==> config.mk <==
export PLATFORM = sky130hd
export DESIGN_NAME = trans_drain_arbiter_flat
export DESIGN_NICKNAME = d
export VERILOG_FILES = /design/src/rtl/trans_pkg.sv /design/src/rtl/trans_drain_arbiter_if.sv /design/src/rtl/out_buf2.sv /design/src/rtl/trans_drain_arbiter.sv /design/src/flat_wrapper.sv
export SDC_FILE = /design/constraint.sdc
export NUM_CORES = 1
export LEC_CHECK = 0
export CAP_MARGIN = 10
export CORE_AREA = 4 4 87 73
export CTS_CLUSTER_SIZE = 12
export DETAILED_ROUTE_END_ITERATION = 8
export DIE_AREA = 0 0 91 77
export GPL_TIMING_DRIVEN = 1
export SLEW_MARGIN = 15
export SYNTH_ARGS = -nofsm -noshare
export SYNTH_HDL_FRONTEND = slang
export SYNTH_SLANG_ARGS = --single-unit
==> constraint.sdc <==
create_clock -name clk -period 2.7 [get_ports clk]
set_input_delay 0.81 -clock clk [delete_from_list [all_inputs] [get_ports clk]]
set_output_delay 0.81 -clock clk [all_outputs]
set_load 0.01 [all_outputs]
==> src/rtl/trans_pkg.sv <==
// Shared definitions for the transaction layer: word/counter widths, the
// status FSM encoding and the source-tagged word carried by the output buffer.
package trans_pkg;

  localparam int unsigned DW       = 6;  // data word width
  localparam int unsigned DEST_BIT = 4;  // word bit naming its destination FIFO
  localparam int unsigned CW       = 8;  // per-FIFO drain counter width

  typedef enum logic [1:0] {
    ST_RESET  = 2'd0,
    ST_INIT   = 2'd1,
    ST_IDLE   = 2'd2,
    ST_ACTIVE = 2'd3
  } state_e;

  typedef struct packed {
    logic          src;
    logic [DW-1:0] data;
  } tagged_word_t;

endpackage

==> src/rtl/trans_drain_arbiter_if.sv <==
// Bus bundle of the drain arbiter: FIFO read side (empty/pop/data per FIFO),
// merged valid/ready output stream, drain counters and status flags.
//   master : environment side (FIFOs + downstream sink)
//   slave  : arbiter side
interface trans_drain_arbiter_if;
  import trans_pkg::*;

  logic          empty_d0;
  logic          empty_d1;
  logic [DW-1:0] data_d0;
  logic [DW-1:0] data_d1;
  logic          pop_d0;
  logic          pop_d1;
  logic [DW-1:0] data_out;
  logic          valid_out;
  logic          ready_out;
  logic          src_out;
  logic [CW-1:0] cnt_d0;
  logic [CW-1:0] cnt_d1;
  logic          active_out;
  logic          idle_out;
  logic          error_out;

  modport master (
    output empty_d0, empty_d1, data_d0, data_d1, ready_out,
    input  pop_d0, pop_d1, data_out, valid_out, src_out,
    input  cnt_d0, cnt_d1, active_out, idle_out, error_out
  );

  modport slave (
    input  empty_d0, empty_d1, data_d0, data_d1, ready_out,
    output pop_d0, pop_d1, data_out, valid_out, src_out,
    output cnt_d0, cnt_d1, active_out, idle_out, error_out
  );

endinterface

==> src/rtl/out_buf2.sv <==
// Two-entry output FIFO with write-through: a word written while the FIFO is
// empty appears at the head in the same cycle, and leaves without being
// stored if it is also read that cycle.
//   clk, reset : clock, synchronous active-high reset
//   flush      : drops all stored entries
//   wr_en/wr_word : enqueue (caller guarantees space)
//   rd_en      : dequeue handshake (valid & ready)
//   valid_c/head_c : combinational head of the FIFO
//   count      : number of stored entries (registered)
module out_buf2
  import trans_pkg::*;
(
  input  logic         clk,
  input  logic         reset,
  input  logic         flush,
  input  logic         wr_en,
  input  tagged_word_t wr_word,
  input  logic         rd_en,
  output logic         valid_c,
  output tagged_word_t head_c,
  output logic [1:0]   count
);

  logic [1:0]   cnt_q, cnt_d;
  logic         rd_ptr_q, rd_ptr_d;
  tagged_word_t mem_q [2];
  tagged_word_t mem_d [2];

  logic empty_c;
  logic store_c;
  logic deq_c;
  logic wr_ptr_c;

  // Head selection with bypass of the incoming word when nothing is stored.
  always_comb begin
    empty_c  = (cnt_q == 2'd0);
    valid_c  = !empty_c || wr_en;
    head_c   = '0;
    if (!empty_c)  head_c = mem_q[rd_ptr_q];
    else if (wr_en) head_c = wr_word;
    deq_c    = rd_en && !empty_c;
    store_c  = wr_en && !(empty_c && rd_en);
    wr_ptr_c = rd_ptr_q ^ (cnt_q == 2'd1);
  end

  // Next storage state.
  always_comb begin
    for (int i = 0; i < 2; i++) mem_d[i] = mem_q[i];
    if (store_c) mem_d[wr_ptr_c] = wr_word;
    cnt_d    = cnt_q + 2'(store_c) - 2'(deq_c);
    rd_ptr_d = rd_ptr_q ^ deq_c;
    if (flush) begin
      cnt_d    = 2'd0;
      rd_ptr_d = 1'b0;
    end
  end

  always_ff @(posedge clk) begin
    if (reset) begin
      cnt_q    <= 2'd0;
      rd_ptr_q <= 1'b0;
      for (int i = 0; i < 2; i++) mem_q[i] <= '0;
    end else begin
      cnt_q    <= cnt_d;
      rd_ptr_q <= rd_ptr_d;
      for (int i = 0; i < 2; i++) mem_q[i] <= mem_d[i];
    end
  end

  assign count = cnt_q;

endmodule

==> src/rtl/trans_drain_arbiter.sv <==
// Drains destination FIFOs D0/D1 round-robin into one valid/ready stream.
// Each popped word arrives the following cycle, is checked against its
// source FIFO via its destination bit, counted, and pushed into a 2-entry
// output buffer. Pops are credit-limited so no word is ever dropped.
//   clk   : clock
//   reset : synchronous active-high reset
//   init  : one-cycle pulse, flushes the block and (re)starts service
//   bus   : FIFO read side, merged output stream, counters, status flags
module trans_drain_arbiter (
  input  logic                  clk,
  input  logic                  reset,
  input  logic                  init,
  trans_drain_arbiter_if.slave  bus
);
  import trans_pkg::*;

  state_e        state_q, state_d;
  logic          pref_q, pref_d;          // FIFO to grant when both are non-empty
  logic          infl_q, infl_d;          // a popped word arrives this cycle
  logic          infl_src_q, infl_src_d;
  logic [CW-1:0] cnt0_q, cnt0_d;
  logic [CW-1:0] cnt1_q, cnt1_d;
  logic          err_q, err_d;

  logic          avail0_c, avail1_c;
  logic          serving_c, can_pop_c, hs_c;
  logic          pop0_c, pop1_c;
  logic          mismatch_c, idle_cond_c;
  logic [2:0]    occ_c, lim_c;
  tagged_word_t  cap_word_c;
  tagged_word_t  head_c;
  logic          buf_valid_c;
  logic [1:0]    buf_cnt;

  out_buf2 u_buf (
    .clk     (clk),
    .reset   (reset),
    .flush   (init),
    .wr_en   (infl_q),
    .wr_word (cap_word_c),
    .rd_en   (hs_c),
    .valid_c (buf_valid_c),
    .head_c  (head_c),
    .count   (buf_cnt)
  );

  // Capture path, credit and grant decode.
  always_comb begin
    avail0_c         = !bus.empty_d0;
    avail1_c         = !bus.empty_d1;
    cap_word_c.src   = infl_src_q;
    cap_word_c.data  = infl_src_q ? bus.data_d1 : bus.data_d0;
    mismatch_c       = infl_q && (cap_word_c.data[DEST_BIT] != infl_src_q);
    hs_c             = buf_valid_c && bus.ready_out;
    // Free space counting the word in flight and this cycle's dequeue.
    occ_c            = 3'(buf_cnt) + 3'(infl_q);
    lim_c            = 3'd2 + 3'(hs_c);
    can_pop_c        = (occ_c < lim_c);
    serving_c        = (state_q == ST_IDLE || state_q == ST_ACTIVE) && !init && !reset;
    pop0_c           = serving_c && can_pop_c && avail0_c && (!avail1_c || !pref_q);
    pop1_c           = serving_c && can_pop_c && avail1_c && (!avail0_c ||  pref_q);
    idle_cond_c      = !avail0_c && !avail1_c && !infl_q && (buf_cnt == 2'd0);
  end

  // FSM state register.
  always_ff @(posedge clk) begin
    if (reset) state_q <= ST_RESET;
    else       state_q <= state_d;
  end

  // FSM next state.
  always_comb begin
    state_d = state_q;
    unique case (state_q)
      ST_RESET:  if (init) state_d = ST_INIT;
      ST_INIT:   state_d = ST_IDLE;
      ST_IDLE:   if (init) state_d = ST_INIT;
                 else if (avail0_c || avail1_c) state_d = ST_ACTIVE;
      ST_ACTIVE: if (init) state_d = ST_INIT;
                 else if (idle_cond_c) state_d = ST_IDLE;
      default:   state_d = ST_RESET;
    endcase
  end

  // FSM / datapath outputs.
  always_comb begin
    bus.pop_d0     = pop0_c;
    bus.pop_d1     = pop1_c;
    bus.valid_out  = buf_valid_c;
    bus.data_out   = head_c.data;
    bus.src_out    = head_c.src;
    bus.cnt_d0     = cnt0_q;
    bus.cnt_d1     = cnt1_q;
    bus.idle_out   = (state_q == ST_IDLE);
    bus.active_out = (state_q == ST_ACTIVE);
    // A bad word flags in the cycle it arrives, then stays latched.
    bus.error_out  = err_q || mismatch_c;
  end

  // Next value of pointer, in-flight tracking, counters and error latch.
  always_comb begin
    pref_d     = pref_q;
    infl_d     = pop0_c || pop1_c;
    infl_src_d = pop1_c;
    cnt0_d     = cnt0_q;
    cnt1_d     = cnt1_q;
    err_d      = err_q;
    if (pop0_c) pref_d = 1'b1;
    if (pop1_c) pref_d = 1'b0;
    if (infl_q && !infl_src_q) cnt0_d = cnt0_q + CW'(1);
    if (infl_q &&  infl_src_q) cnt1_d = cnt1_q + CW'(1);
    if (mismatch_c) err_d = 1'b1;
    // Flush discards the arriving word and restarts with D0 preferred.
    if (init) begin
      pref_d     = 1'b0;
      infl_d     = 1'b0;
      infl_src_d = 1'b0;
      cnt0_d     = '0;
      cnt1_d     = '0;
      err_d      = 1'b0;
    end
  end

  always_ff @(posedge clk) begin
    if (reset) begin
      pref_q     <= 1'b0;
      infl_q     <= 1'b0;
      infl_src_q <= 1'b0;
      cnt0_q     <= '0;
      cnt1_q     <= '0;
      err_q      <= 1'b0;
    end else begin
      pref_q     <= pref_d;
      infl_q     <= infl_d;
      infl_src_q <= infl_src_d;
      cnt0_q     <= cnt0_d;
      cnt1_q     <= cnt1_d;
      err_q      <= err_d;
    end
  end

endmodule

==> src/flat_wrapper.sv <==
// flat-port wrapper written by rule: the top's interface ports become plain ports
module trans_drain_arbiter_flat import trans_pkg::*;
  (clk, reset, init, bus_empty_d0, bus_empty_d1, bus_data_d0, bus_data_d1, bus_ready_out, bus_pop_d0, bus_pop_d1, bus_data_out, bus_valid_out, bus_src_out, bus_cnt_d0, bus_cnt_d1, bus_active_out, bus_idle_out, bus_error_out);
  trans_drain_arbiter_if bus_i ();
  input  logic clk;
  input  logic reset;
  input  logic init;
  input wire logic [$bits(bus_i.empty_d0)-1:0] bus_empty_d0;
  input wire logic [$bits(bus_i.empty_d1)-1:0] bus_empty_d1;
  input wire logic [$bits(bus_i.data_d0)-1:0] bus_data_d0;
  input wire logic [$bits(bus_i.data_d1)-1:0] bus_data_d1;
  input wire logic [$bits(bus_i.ready_out)-1:0] bus_ready_out;
  output wire logic [$bits(bus_i.pop_d0)-1:0] bus_pop_d0;
  output wire logic [$bits(bus_i.pop_d1)-1:0] bus_pop_d1;
  output wire logic [$bits(bus_i.data_out)-1:0] bus_data_out;
  output wire logic [$bits(bus_i.valid_out)-1:0] bus_valid_out;
  output wire logic [$bits(bus_i.src_out)-1:0] bus_src_out;
  output wire logic [$bits(bus_i.cnt_d0)-1:0] bus_cnt_d0;
  output wire logic [$bits(bus_i.cnt_d1)-1:0] bus_cnt_d1;
  output wire logic [$bits(bus_i.active_out)-1:0] bus_active_out;
  output wire logic [$bits(bus_i.idle_out)-1:0] bus_idle_out;
  output wire logic [$bits(bus_i.error_out)-1:0] bus_error_out;
  assign bus_i.empty_d0 = bus_empty_d0;
  assign bus_i.empty_d1 = bus_empty_d1;
  assign bus_i.data_d0 = bus_data_d0;
  assign bus_i.data_d1 = bus_data_d1;
  assign bus_i.ready_out = bus_ready_out;
  assign bus_pop_d0 = bus_i.pop_d0;
  assign bus_pop_d1 = bus_i.pop_d1;
  assign bus_data_out = bus_i.data_out;
  assign bus_valid_out = bus_i.valid_out;
  assign bus_src_out = bus_i.src_out;
  assign bus_cnt_d0 = bus_i.cnt_d0;
  assign bus_cnt_d1 = bus_i.cnt_d1;
  assign bus_active_out = bus_i.active_out;
  assign bus_idle_out = bus_i.idle_out;
  assign bus_error_out = bus_i.error_out;
  trans_drain_arbiter u_core (.clk(clk), .reset(reset), .init(init), .bus(bus_i));
endmodule
==> key figures <==
Floorplanning
  • Core area: 0.00541 sq mm
  • Die Area: between 0.007 and 0.008 sq mm
  • Ports: 47
  • Starting Density: 0.344
  • Row count: 24
  • Die width: around 91 um
  • DIE HEIGHT: slightly below 80 um

Clocking
  • CTS Buf Count: 5
  • Clock-pin slew on the worst setup and hold paths: roughly 70 ps
  • Post-CTS Hold Buffers: 0
  • Root Buffer: clkbuf_8
  • # H-tree levels: 2
  • Worst-Skew Late Latency: just under 300 ps
  • CTS Sinks: 39
  • CTS Buffer Depth: 2
  • CTS tree: built

Detailed routing
  • Via-to-Cell Ratio: around 4.9
  • Drt drc: 0
  • Final wirelength: roughly 4200 um
  • DR WL met3: approximately 270 um
  • Initial DRT Pass Iterations: 4
  • Vias: around 1700
  • Met2 wire length: approximately 1700 um
  • WL met1: 2120 um
  • Max layer used: met4
  • Initial DRC Count: 46
  • Final antenna-violating net count: 0
  • DR WL/cell: about 12 um

Yosys
  • Synth Register Bits: 39
  • Netlist Area Pre-Place: roughly 0.0019 sq mm
  • Number of distinct library cells after synthesis: 35
  • Async S/R FF share, synth: 0
  • Post-synth top cells: dfxtp_1, nor2_1, mux2i_1, a211oi_1, nand2_1
  • Cell with the most instances after synthesis: dfxtp_1
  • Synth Instances: about 210
  • Syn. warnings: 0
  • EDFF count, synth: 0
  • Area leader, netlist: dfxtp_1
  • Register area share after synthesis: 0.419
  • Share of the synthesized area in the top cell type: 0.419
  • Ys flop type: dfxtp_1
  • Syn avg cell area: approximately 8.9 sq um
  • Syn nets: roughly 230
  • Most area-consuming cells after synthesis: dfxtp_1, mux2i_1, nor2_1

Layout
  • Antenna Cells: 0
  • Final Instance Area: around 0.0026 sq mm
  • Final net count: 300
  • Share of layout cells above drive strength 1: 0.185
  • Finished Layout Cells: between 300 and 400
  • Synthesis-to-layout area growth: 41.4%
  • Fillers: around 540

Setup path
  • Crit Path Max Fanout: 2
  • Crit Path Class: in2out
  • CP startpoint kind: primary input
  • Worst path arrival time: around 1800 ps
  • Cell Chain, Critical Path: clkdlybuf4s50_1 -> mux2i_1 -> o22ai_1 -> dlygate4sd2_1
  • Worst path required time: 1890 ps
  • Worst setup EP type: output port
  • Critical Path Max Stage Delay: about 480 ps
  • Slowest CP cell: clkdlybuf4s50_1

Global route
  • Vias in the first global route: 1635
  • Initial antenna violation count: 0
  • First-pass GRT wire length: roughly 7300 um
  • Largest net degree at the start of global routing: 19
  • GRT Total Usage: 0.127
  • GRT overflow: 0

Timing
  • Slew Limit Fails: 0
  • Final period utilization: 0.980
  • Worst-Margin Slew: just under 600 ps
  • Maximum clock frequency: 378 MHz
  • Rel. slew slack: 0.614
  • Final hold violations: 0
  • Hold_ws: between 400 and 500 ps
  • Post-route minimum period: approximately 2600 ps
  • RSZ-0062 raised after global routing: false
  • Clock Skews: about 5.4 ps
  • Setup violations, final: 0

Placed design
  • Dpl cell area: between 0.002 and 0.003 sq mm
  • Placed Cells: roughly 330
  • GP Congestion: about 0.79
  • I/O Buffers: 46
  • Post-DP HPWL: between 3000 and 4000 um

Pwr
  • Worst vdd ir: 0.159 mV
  • Pwr dens: 406 mW/mm^2
  • Leakage power: approximately 1 nW
  • Final Power: 0.00107 W

Hold path
  • HP Class: reg2reg

Job
  • Max_cap viols: 0

Status
  • Outcome: complete, no violations
==> cell usage in the layout (no fill, tap or decap), types with 2 or more instances in the layout <==
cell | Yosys | routed
dfxtp_1 | 39 | 36
nor2_1 | 35 | 35
clkdlybuf4s50_1 | 0 | 33
buf_4 | 1 | 26
mux2i_1 | 15 | 14
a211oi_1 | 13 | 13
nand2_1 | 11 | 11
xor2_1 | 9 | 9
dlygate4sd2_1 | 0 | 8
o22ai_1 | 7 | 7
a21oi_1 | 7 | 7
nand2b_1 | 6 | 6
xnor2_1 | 6 | 6
clkbuf_8 | 0 | 6
nand4_1 | 5 | 5
buf_2 | 5 | 5
inv_1 | 4 | 4
nor2b_1 | 4 | 4
nand3_1 | 4 | 4
ha_1 | 6 | 4
and2_1 | 3 | 3
or3_1 | 3 | 3
dfxtp_2 | 0 | 3
nor3_2 | 0 | 2
o21ai_1 | 1 | 2
and3_1 | 2 | 2
o21ai_0 | 3 | 2
nor3_1 | 4 | 2
ha_4 | 0 | 2
==> logic make-up after synthesis <==
group	share of synthesized area
AOI/OAI and AO/OA	0.137
and+or+nand+nor	0.206
xor gates and xnor gates	0.0706
buffers and inverters	0.0457
muxes	0.0806
DFF	0.419
adders and majority gates	0.0403
==> final timing paths <==
| path | start | end | slack, ps | cells past startpoint |
|---|---|---|---|---|
| worst max-delay path | bus_data_d1[4] | bus_data_out[4] | 50 | 4 |
| worst min-delay path | u_core.u_buf.mem_q[0][6]$_SDFFE_PP0P_ | u_core.u_buf.mem_q[0][6]$_SDFFE_PP0P_ | 500 | 2 |
| worst max register to register | u_core.u_buf.count[1]$_SDFF_PP0_ | u_core.u_buf.count[1]$_SDFF_PP0_ | 790 | 10 |
| worst min register to register | u_core.u_buf.mem_q[0][6]$_SDFFE_PP0P_ | u_core.u_buf.mem_q[0][6]$_SDFFE_PP0P_ | 500 | 2 |
==> report_power, final <==
part            total, W  switching, W  internal [W]  leakage, nW
registers       0.000584    0.00000431      0.000579        0.316
clock network   0.000392      0.000192      0.000200       0.0470
logic          0.0000916     0.0000384     0.0000532        0.620
total            0.00107      0.000235      0.000833        0.983
==> critical path, delay by kind of cell <==
| kind | cells | cell delay (ps) |
|---|---|---|
| mux | 1 | 90 |
| compound gates | 1 | 170 |
| buf+inv | 2 | 770 |
==> timing repair <==
item / CTS / global route
buffers inserted: 2 / 0
pin swaps: 5 / 1
endpoints found under the setup margin: 10 / 3
resized for setup: 34 / 3
==> stage by stage <==
stage / TNS, ps / worst slack (ps) / utilization
2_1_floorplan: 0 / 0.817 / -
3_3_place_gp: -2970 / -696 / 0.467
3_5_place_dp: -3110 / -726 / 0.467
4_1_cts: 0 / 13.1 / 0.486
5_1_grt: 0 / 2.08 / 0.487
6_report: 0 / 54.4 / 0.487
==> state kept, by name (all words and copies together) (netlist names) <==
| signal | flops |
|---|---|
| u_core.bus.cnt_d1 | 8 |
| u_core.infl_q | 1 |
| u_core.u_buf.mem_q | 14 |
| u_core.u_buf.count | 2 |
| u_core.u_buf.rd_ptr_q | 1 |
| u_core.state_q | 2 |
| u_core.pref_q | 1 |
| u_core.err_q | 1 |
| u_core.bus.cnt_d0 | 8 |
| u_core.infl_src_q | 1 |
==> per-layer routing <==
metal / vias up / global-route usage
li1: 861 / -
met1: 765 / 0.166
met2: 42 / 0.190
met3: 5 / 0.0450
met4: 0 / 0.0497
met5: - / 0
==> final cells by class <==
cell class | count | area, sq um | share of cell area
clock buffers | 6 | 82.6 | 0.0314
inverters | 4 | 15.0 | 0.00570
well taps | 65 | 81.3 | 0.0309
clock inverters | 1 | 5.00 | 0.00190
repair buffers | 72 | 621 | 0.236
flip-flops and latches | 39 | 785 | 0.298
multi-input cells | 154 | 1040 | 0.396
(Power assumes the default switching activity.)
